**config.mk**
```make
export PLATFORM = sky130hd
export DESIGN_NAME = mem_commit_unit
export DESIGN_NICKNAME = d
export VERILOG_FILES = /design/src/rtl/mem_commit_unit.sv
export SDC_FILE = /design/constraint.sdc
export NUM_CORES = 1
export LEC_CHECK = 0
export ABC_AREA = 1
export CORE_UTILIZATION = 45
export CTS_BUF_LIST = sky130_fd_sc_hd__clkbuf_8 sky130_fd_sc_hd__clkbuf_16
export CTS_CLUSTER_SIZE = 8
export DETAILED_ROUTE_END_ITERATION = 16
export GPL_ROUTABILITY_DRIVEN = 0
export GPL_TIMING_DRIVEN = 0
export HOLD_SLACK_MARGIN = 0.06
export PLACE_DENSITY = 0.9
export SETUP_SLACK_MARGIN = 0.15
export SYNTH_ARGS = -nofsm -noshare
export SYNTH_HDL_FRONTEND = slang
export SYNTH_SLANG_ARGS = --single-unit
```
**constraint.sdc**
```tcl
create_clock -name clk -period 4.5 [get_ports clk]
set_input_delay 0.45 -clock clk [delete_from_list [all_inputs] [get_ports clk]]
set_output_delay 0.45 -clock clk [all_outputs]
set_load 0.02 [all_outputs]
```
**src/rtl/mem_commit_unit.sv**
```systemverilog
// rtl/mem_commit_unit.sv - MEM-stage commit: HI/LO, LL bit, CP0 exception/ERET capture and flush sequencing
module mem_commit_unit #(
  parameter logic [31:0] EXC_VECTOR   = 32'hBFC0_0380,
  parameter int unsigned FLUSH_CYCLES = 2,
  parameter logic [4:0]  NO_EXC       = 5'h1f
) (
  input  logic        clk,
  input  logic        resetn,
  input  logic        i_stall,
  input  logic [31:0] i_MEM_current_pc,
  input  logic        i_MEM_current_is_in_delay_slot,
  input  logic        i_MEM_is_eret,
  input  logic [4:0]  i_MEM_CP0_except_cause,
  input  logic        i_MEM_RegHi_we,
  input  logic        i_MEM_RegLo_we,
  input  logic [1:0]  i_MEM_LoHi_wdata_selection,
  input  logic [31:0] i_MEM_Mult_hi,
  input  logic [31:0] i_MEM_Mult_lo,
  input  logic [31:0] i_MEM_Div_quotient,
  input  logic [31:0] i_MEM_Div_remainder,
  input  logic [31:0] i_MEM_opr2_value,
  input  logic        i_MEM_LL_set,
  input  logic        i_MEM_LL_bit_value,
  output logic [31:0] o_hi,
  output logic [31:0] o_lo,
  output logic        o_LL_bit,
  output logic [31:0] o_EPC,
  output logic [4:0]  o_cause,
  output logic        o_BD,
  output logic        o_EXL,
  output logic        o_flush,
  output logic        o_redirect_valid,
  output logic [31:0] o_redirect_pc
);

  typedef enum logic {
    ST_RUN   = 1'b0,
    ST_FLUSH = 1'b1
  } state_t;

  localparam logic [3:0] CNT_INIT = 4'(FLUSH_CYCLES - 1);

  state_t      state_q, state_d;
  logic [3:0]  cnt_q, cnt_d;
  logic [31:0] hi_q, hi_d;
  logic [31:0] lo_q, lo_d;
  logic        ll_q, ll_d;
  logic [31:0] epc_q, epc_d;
  logic [4:0]  cause_q, cause_d;
  logic        bd_q, bd_d;
  logic        exl_q, exl_d;
  logic        flush_q, flush_d;
  logic        redir_valid_q, redir_valid_d;
  logic [31:0] redir_pc_q, redir_pc_d;

  logic        commit;
  logic        exc_commit;
  logic        eret_commit;
  logic        normal_commit;
  logic [31:0] hi_src;
  logic [31:0] lo_src;
  logic        hilo_hold;

  assign commit        = (state_q == ST_RUN) && !i_stall;
  assign exc_commit    = commit && (i_MEM_CP0_except_cause != NO_EXC);
  assign normal_commit = commit && (i_MEM_CP0_except_cause == NO_EXC);
  assign eret_commit   = normal_commit && i_MEM_is_eret;

  // Divide places the remainder in HI and the quotient in LO.
  always_comb begin
    hi_src    = hi_q;
    lo_src    = lo_q;
    hilo_hold = 1'b0;
    case (i_MEM_LoHi_wdata_selection)
      2'b00: begin
        hi_src = i_MEM_Mult_hi;
        lo_src = i_MEM_Mult_lo;
      end
      2'b01: begin
        hi_src = i_MEM_Div_remainder;
        lo_src = i_MEM_Div_quotient;
      end
      2'b10: begin
        hi_src = i_MEM_opr2_value;
        lo_src = i_MEM_opr2_value;
      end
      default: hilo_hold = 1'b1;
    endcase
  end

  always_comb begin
    state_d       = state_q;
    cnt_d         = cnt_q;
    hi_d          = hi_q;
    lo_d          = lo_q;
    ll_d          = ll_q;
    epc_d         = epc_q;
    cause_d       = cause_q;
    bd_d          = bd_q;
    exl_d         = exl_q;
    flush_d       = flush_q;
    redir_valid_d = 1'b0;
    redir_pc_d    = redir_pc_q;

    if (normal_commit && !hilo_hold) begin
      if (i_MEM_RegHi_we) hi_d = hi_src;
      if (i_MEM_RegLo_we) lo_d = lo_src;
    end

    if (exc_commit || eret_commit) begin
      ll_d = 1'b0;
    end else if (normal_commit) begin
      ll_d = i_MEM_LL_set ? 1'b1 : i_MEM_LL_bit_value;
    end

    // A nested exception keeps the EPC/BD of the outermost one.
    if (exc_commit) begin
      cause_d = i_MEM_CP0_except_cause;
      if (!exl_q) begin
        epc_d = i_MEM_current_is_in_delay_slot ? (i_MEM_current_pc - 32'd4)
                                               : i_MEM_current_pc;
        bd_d  = i_MEM_current_is_in_delay_slot;
      end
      exl_d = 1'b1;
    end else if (eret_commit) begin
      exl_d = 1'b0;
    end

    case (state_q)
      ST_RUN: begin
        if (exc_commit || eret_commit) begin
          state_d       = ST_FLUSH;
          cnt_d         = CNT_INIT;
          flush_d       = 1'b1;
          redir_valid_d = 1'b1;
          redir_pc_d    = exc_commit ? EXC_VECTOR : epc_q;
        end
      end
      default: begin
        if (cnt_q == 4'd0) begin
          state_d = ST_RUN;
          flush_d = 1'b0;
        end else begin
          cnt_d = cnt_q - 4'd1;
        end
      end
    endcase
  end

  always_ff @(posedge clk or negedge resetn) begin
    if (!resetn) begin
      state_q       <= ST_RUN;
      cnt_q         <= 4'd0;
      hi_q          <= 32'd0;
      lo_q          <= 32'd0;
      ll_q          <= 1'b0;
      epc_q         <= 32'd0;
      cause_q       <= NO_EXC;
      bd_q          <= 1'b0;
      exl_q         <= 1'b0;
      flush_q       <= 1'b0;
      redir_valid_q <= 1'b0;
      redir_pc_q    <= 32'd0;
    end else begin
      state_q       <= state_d;
      cnt_q         <= cnt_d;
      hi_q          <= hi_d;
      lo_q          <= lo_d;
      ll_q          <= ll_d;
      epc_q         <= epc_d;
      cause_q       <= cause_d;
      bd_q          <= bd_d;
      exl_q         <= exl_d;
      flush_q       <= flush_d;
      redir_valid_q <= redir_valid_d;
      redir_pc_q    <= redir_pc_d;
    end
  end

  assign o_hi             = hi_q;
  assign o_lo             = lo_q;
  assign o_LL_bit         = ll_q;
  assign o_EPC            = epc_q;
  assign o_cause          = cause_q;
  assign o_BD             = bd_q;
  assign o_EXL            = exl_q;
  assign o_flush          = flush_q;
  assign o_redirect_valid = redir_valid_q;
  assign o_redirect_pc    = redir_pc_q;

endmodule

```
# Word level (Yosys, flattened, before mapping)
# Index checks and enable logic that the tools add are counted.
# word_totals
ff_bits	143
output_inout_bits	138
wordCells	61
# op_classes
add_sub_neg	2
n_eq_ne	6
mux	19
bitwise	2
n_reduce_logical	20
# op_table
op	n
case mux 32 bit (3 select lines)	2
2-to-1 mux 32 bit	2
subtractor 32 x 3 -> 32 bit (second input constant)	1
2-to-1 mux 1 bit	12
2-to-1 mux 4 bit	3
AND reduction 2 bit	4
AND reduction 3 bit	2
nonzero test 2 bit	3
== test 5 bit (second input constant)	1
logical AND 1 bit	5
!= test 5 bit (second input constant)	1
logical NOT 4 bit	1
subtractor 4 x 1 -> 4 bit (second input constant)	1
nonzero test 3 bit	1
OR reduction 3 bit	1
== test 2 x 1 -> 1 bit (second input constant)	1
== test 2 bit (second input constant)	1
logical NOT 2 bit	1
!= test 2 x 1 -> 1 bit (second input constant)	1
!= test 2 bit (second input constant)	1
inverter 1 bit	2
logical NOT 1 bit	1
logical OR 1 bit	1

# Longest topological paths before layout
# depth
word_depth	7
mapped_depth	12
ltp_nobuf	12

# Least setup slack after synthesis
# Ideal clock, no wire load.
# synth_timing
path_type	input to register
start	input i_MEM_LoHi_wdata_selection[0]
end	register hi_q[0] (netlist: o_hi[0])
arrival_time_ns	1.664
t_required_ns	4.378
path_slack_ns	2.714
cell_stages	6
cell_sequence	inv_1 > ha_1 > clkbuf_1 > buf_2 > mux2i_1 > o21ai_2
# synth_via
elab_chain_len	4
elab_cells_between_ends	8
classes_between	eq/ne (2); mux (1); reduce/logical (5)
# synth_lines
element	line_no	text
from (decl)	16	input logic [1:0] i_MEM_LoHi_wdata_selection,
== test 2 bit, or another cell as far along	74	case (i_MEM_LoHi_wdata_selection)
OR reduction 3 bit (no line)	-	
logical AND 1 bit	105	if (normal_commit && !hilo_hold) begin
AND reduction 3 bit (no line)	-	
to (signal assigned)	167	hi_q <= hi_d;
to (decl)	45	logic [31:0] hi_q, hi_d;
# Several ways; a longest one is shown, not always the timed one.
# A chain may end at the register's enable or synchronous reset.

# Worst setup path after layout
# layout_timing
start	input i_MEM_LoHi_wdata_selection[0]
end	register lo_q[0] (netlist: o_lo[0])
# layout_via
elab_chain_len	4
elab_cells_between_ends	8
classes_between	eq/ne (2); mux (1); reduce/logical (5)
# layout_lines
element	line_no	text
== test 2 bit, or another cell as far along	74	
OR reduction 3 bit (no line)	-	
logical AND 1 bit	105	
AND reduction 3 bit (no line)	-	
to (signal assigned)	168	lo_q <= lo_d;
to (decl)	46	logic [31:0] lo_q, lo_d;
# Several ways; a longest one is shown, not always the timed one.

==> flow_summary.yaml <==
synthesis:
  synth_cell_types: 33
  syn-num-nets: 1193
  syn-mean-instance-area_um2: 8.204
  synth_most_common_cell: "nand2_1"
  synth_top_area_cell: "dfrtp_1"
  ys_top_cells_by_count: "nand2_1, dfrtp_1, o21ai_0, inv_1, nor2_1"
  ys_seq_area_share_pct: 44.63
  ys_ff_latch: 143
  yosysWarningCount: 0
  async_flop_share_pct: 100.0
  synthCells: 979
  synthFlopType: "dfrtp_1"
  mappedNetlistArea_um2: 8031
  yosys-top-cells-area: "dfrtp_1, nand2_1, mux2i_1"
  synth_top_cell_area_share_pct: 43.00
  number_of_enable_type_register_cells_in_the_synthesized_netlist: 0
grt:
  via_count_of_the_first_global_routing_pass: 8215
  grtUsageTotal_pct: 32.20
  grt-ovfl-total: 0
  antenna_found_initial: 0
  pin_count_of_the_biggest_net_entering_global_routing: 73
  grt_pass1_wl_um: 44170
sta:
  maximum_clock_frequency_mhz: 423.4
  hold_viol_final: 0
  skew_ns: 0.006738
  final_critical_path_time_including_i_o_delays_and_setup_ns: 2.362
  finalSetupTns_ns: 0
  unrepaired_setup_endpoints_after_global_routing: "false"
  final_period_util_pct: 52.49
  slew_viol_final: 0
  finalWorstSetupSlack_ns: 2.138
  relSlewSlack_pct: 42.60
  setup_viol_count_final: 0
  worst_slew_pin_slew_ns: 0.8610
worst_setup_path:
  timing.setup.critical_path_class: "in -> reg"
  cpPeakStageDelay_ns: 0.70
  cpMaxStageDelayCell: "clkbuf_1"
  reg2reg_depth: 7
  cp_max_fo: 10
  timing.critical_path.to_type: "register"
  worst_setup_slack_for_register_to_register_paths_ns: 2.50
  startpoint_type: "input port"
  critical_path.most_common_cell: "clkbuf_1"
  timing.critical_path.arrival_ns: 2.72
  chain_of_cells_forming_the_critical_path: "clkdlybuf4s50_1 > ha_1 > clkbuf_1 > clkbuf_1 > nand2_1 > o21ai_0 > mux2i_1 > o21ai_2"
  timing.critical_path.required_ns: 4.86
routing:
  first_pass_detailed_route_iteration_total: 7
  wirelength_um: 29770
  post-route-drc-count: 0
  detail_route.wl_per_cell_um: 18.80
  drt_first_iter_violations: 716
  antenna_violating_nets_post_route: 0
  total_via_count_in_the_routed_design: 8456
  detail_route.vias_per_cell: 5.342
layout:
  num-fill-cells: 1297
  count_of_inserted_antenna_diode_cells: 0
  synthToLayoutAreaGrowth_pct: 54.34
  finished_layout_cells: 1583
  sequential_cell_area_um2: 3585
  multi_input_comb_area_um2: 3749
  nNetsFinal: 1559
  design_area_um2: 12400
  drive_gt1_share_pct: 11.19
floorplan:
  die_h_um: 135.6
  effective_utilization_at_floorplan_pct: 46.27
  floorplan.rows: 48
  ioPinCount: 346
  die-area_um2: 18390
  core_area_um2: 17360
  die_width_um: 135.6
run:
  maxCapViolCount: 0
pwr:
  vdd.ir_drop.worst_mv: 0.3432
  cellPowerDensity_nw_per_um2: 410.2
  power.leakage_uw: 0.005649
  power.total_uw: 5085
placement:
  place.detailed.hpwl_um: 22810
  place_inst: 1550
  preCtsSetupSlack_ns: 1.690
  buffer_ports.inserted: 345
  dpl_cell_area_um2: 11800
clocking:
  clock_path_buffers: 2
  clk_root_buffer_cell: "clkbuf_16"
  tritoncts_buffers: 17
  tritoncts_clock_tree: "done"
  worst_skew_late_latency_ns: 0.42
  numClockSinks: 143
  h-tree-depth: 4
  clk_pin_slew_ns: 0.06
  postCtsSetupBuffers: 0
min_path:
  min-delay-path-class: "reg -> reg"
  min_delay_path_depth: 2
status:
  outcome: "complete, no violations"
## layout make-up
type / instances / area share [%]
multi-input combinational: 682 / 30.24
sequential: 143 / 28.92
timing repair buffer: 347 / 28.17
clock buffer: 19 / 3.654
inverter: 108 / 3.270
buffer: 46 / 2.362
tap: 225 / 2.271
clock inverter: 13 / 1.110
## state kept, by name (all words and copies together) (netlist names)
signal and count:
o_BD 1, o_flush 1, o_cause 5, o_lo 32, o_hi 32, o_EPC 32
o_EXL 1, o_redirect_valid 1, state_q 1, o_LL_bit 1, cnt_q 4, o_redirect_pc 32
## cells in the final DEF, fill, tap and decap left out, drive strengths merged, types with 32 or more instances in the layout
| cell type | count |
|---|---|
| clkdlybuf4s50 | 344 |
| nand2 | 267 |
| o21ai | 176 |
| dfrtp | 138 |
| inv | 110 |
| nor2 | 75 |
| mux2i | 64 |
| nand3 | 56 |
| clkbuf | 35 |
| buf | 32 |
## power by group
| part | total, uW | internal (uW) | leakage [uW] | switching, uW |
|---|---|---|---|---|
| Clock | 1410 | 846 | 0.000291 | 565 |
| Sequential | 1780 | 1590 | 0.00182 | 194 |
| Combinational | 1890 | 866 | 0.00354 | 1030 |
| Total | 5080 | 3300 | 0.00565 | 1790 |
## per-layer routing
metal	global-route usage, %	part of all wire (%)	up-vias	routed length [um]
li1	-	-	3900	-
met1	41.66	41	4055	12320
met2	50.79	46	420	13830
met3	8.081	8.2	81	2451
met4	14.23	3.9	0	1166
met5	0	0	-	0
## worst max-delay path, delay by kind of cell
| kind | cells | cell delay (ns) |
|---|---|---|
| compound gates | 2 | 0.28 |
| fa+ha+maj | 1 | 0.15 |
| buf+inv | 3 | 1.56 |
| mux | 1 | 0.15 |
| simple gates | 1 | 0.12 |
## timing repair
item / CTS / global route
setup endpoints to repair: 0 / 0
gates resized for setup: 0 / 0
hold buffers: 1 / 0
hold endpoints to repair: 3 / 0
## final timing paths
| path | from | endpoint |
|---|---|---|
| worst max register to register | state_q | o_redirect_pc[20] |
| worst min register to register | o_redirect_pc[15] | o_redirect_pc[15] |
| max in group asynchronous | resetn | o_cause[4] |
| worst max-delay path | i_MEM_LoHi_wdata_selection[0] | o_lo[0] |
| min in group asynchronous | resetn | o_EPC[26] |
| worst min-delay path | o_redirect_pc[15] | o_redirect_pc[15] |
## logic make-up (layout without fill, tap and decap cells)
family	count (synthesis)	count (layout)	synth area share (%)
compound gates	188	188	14.85
xor+xnor	11	11	1.200
mux	68	68	8.537
simple gates	409	409	21.16
flops	143	143	44.63
fa+ha+maj	6	6	0.9347
buf+inv	154	533	8.693
## through the flow
stage | hold slack (ns) | util, %
global route | 0.4925 | 71.42
global placement | 0.4565 | 67.79
detailed placement | 0.4617 | 67.96
floorplan | 0.1544 | -
CTS | 0.4782 | 71.42
finish | 0.4759 | 71.42
Power figures use the tool's default switching activity.
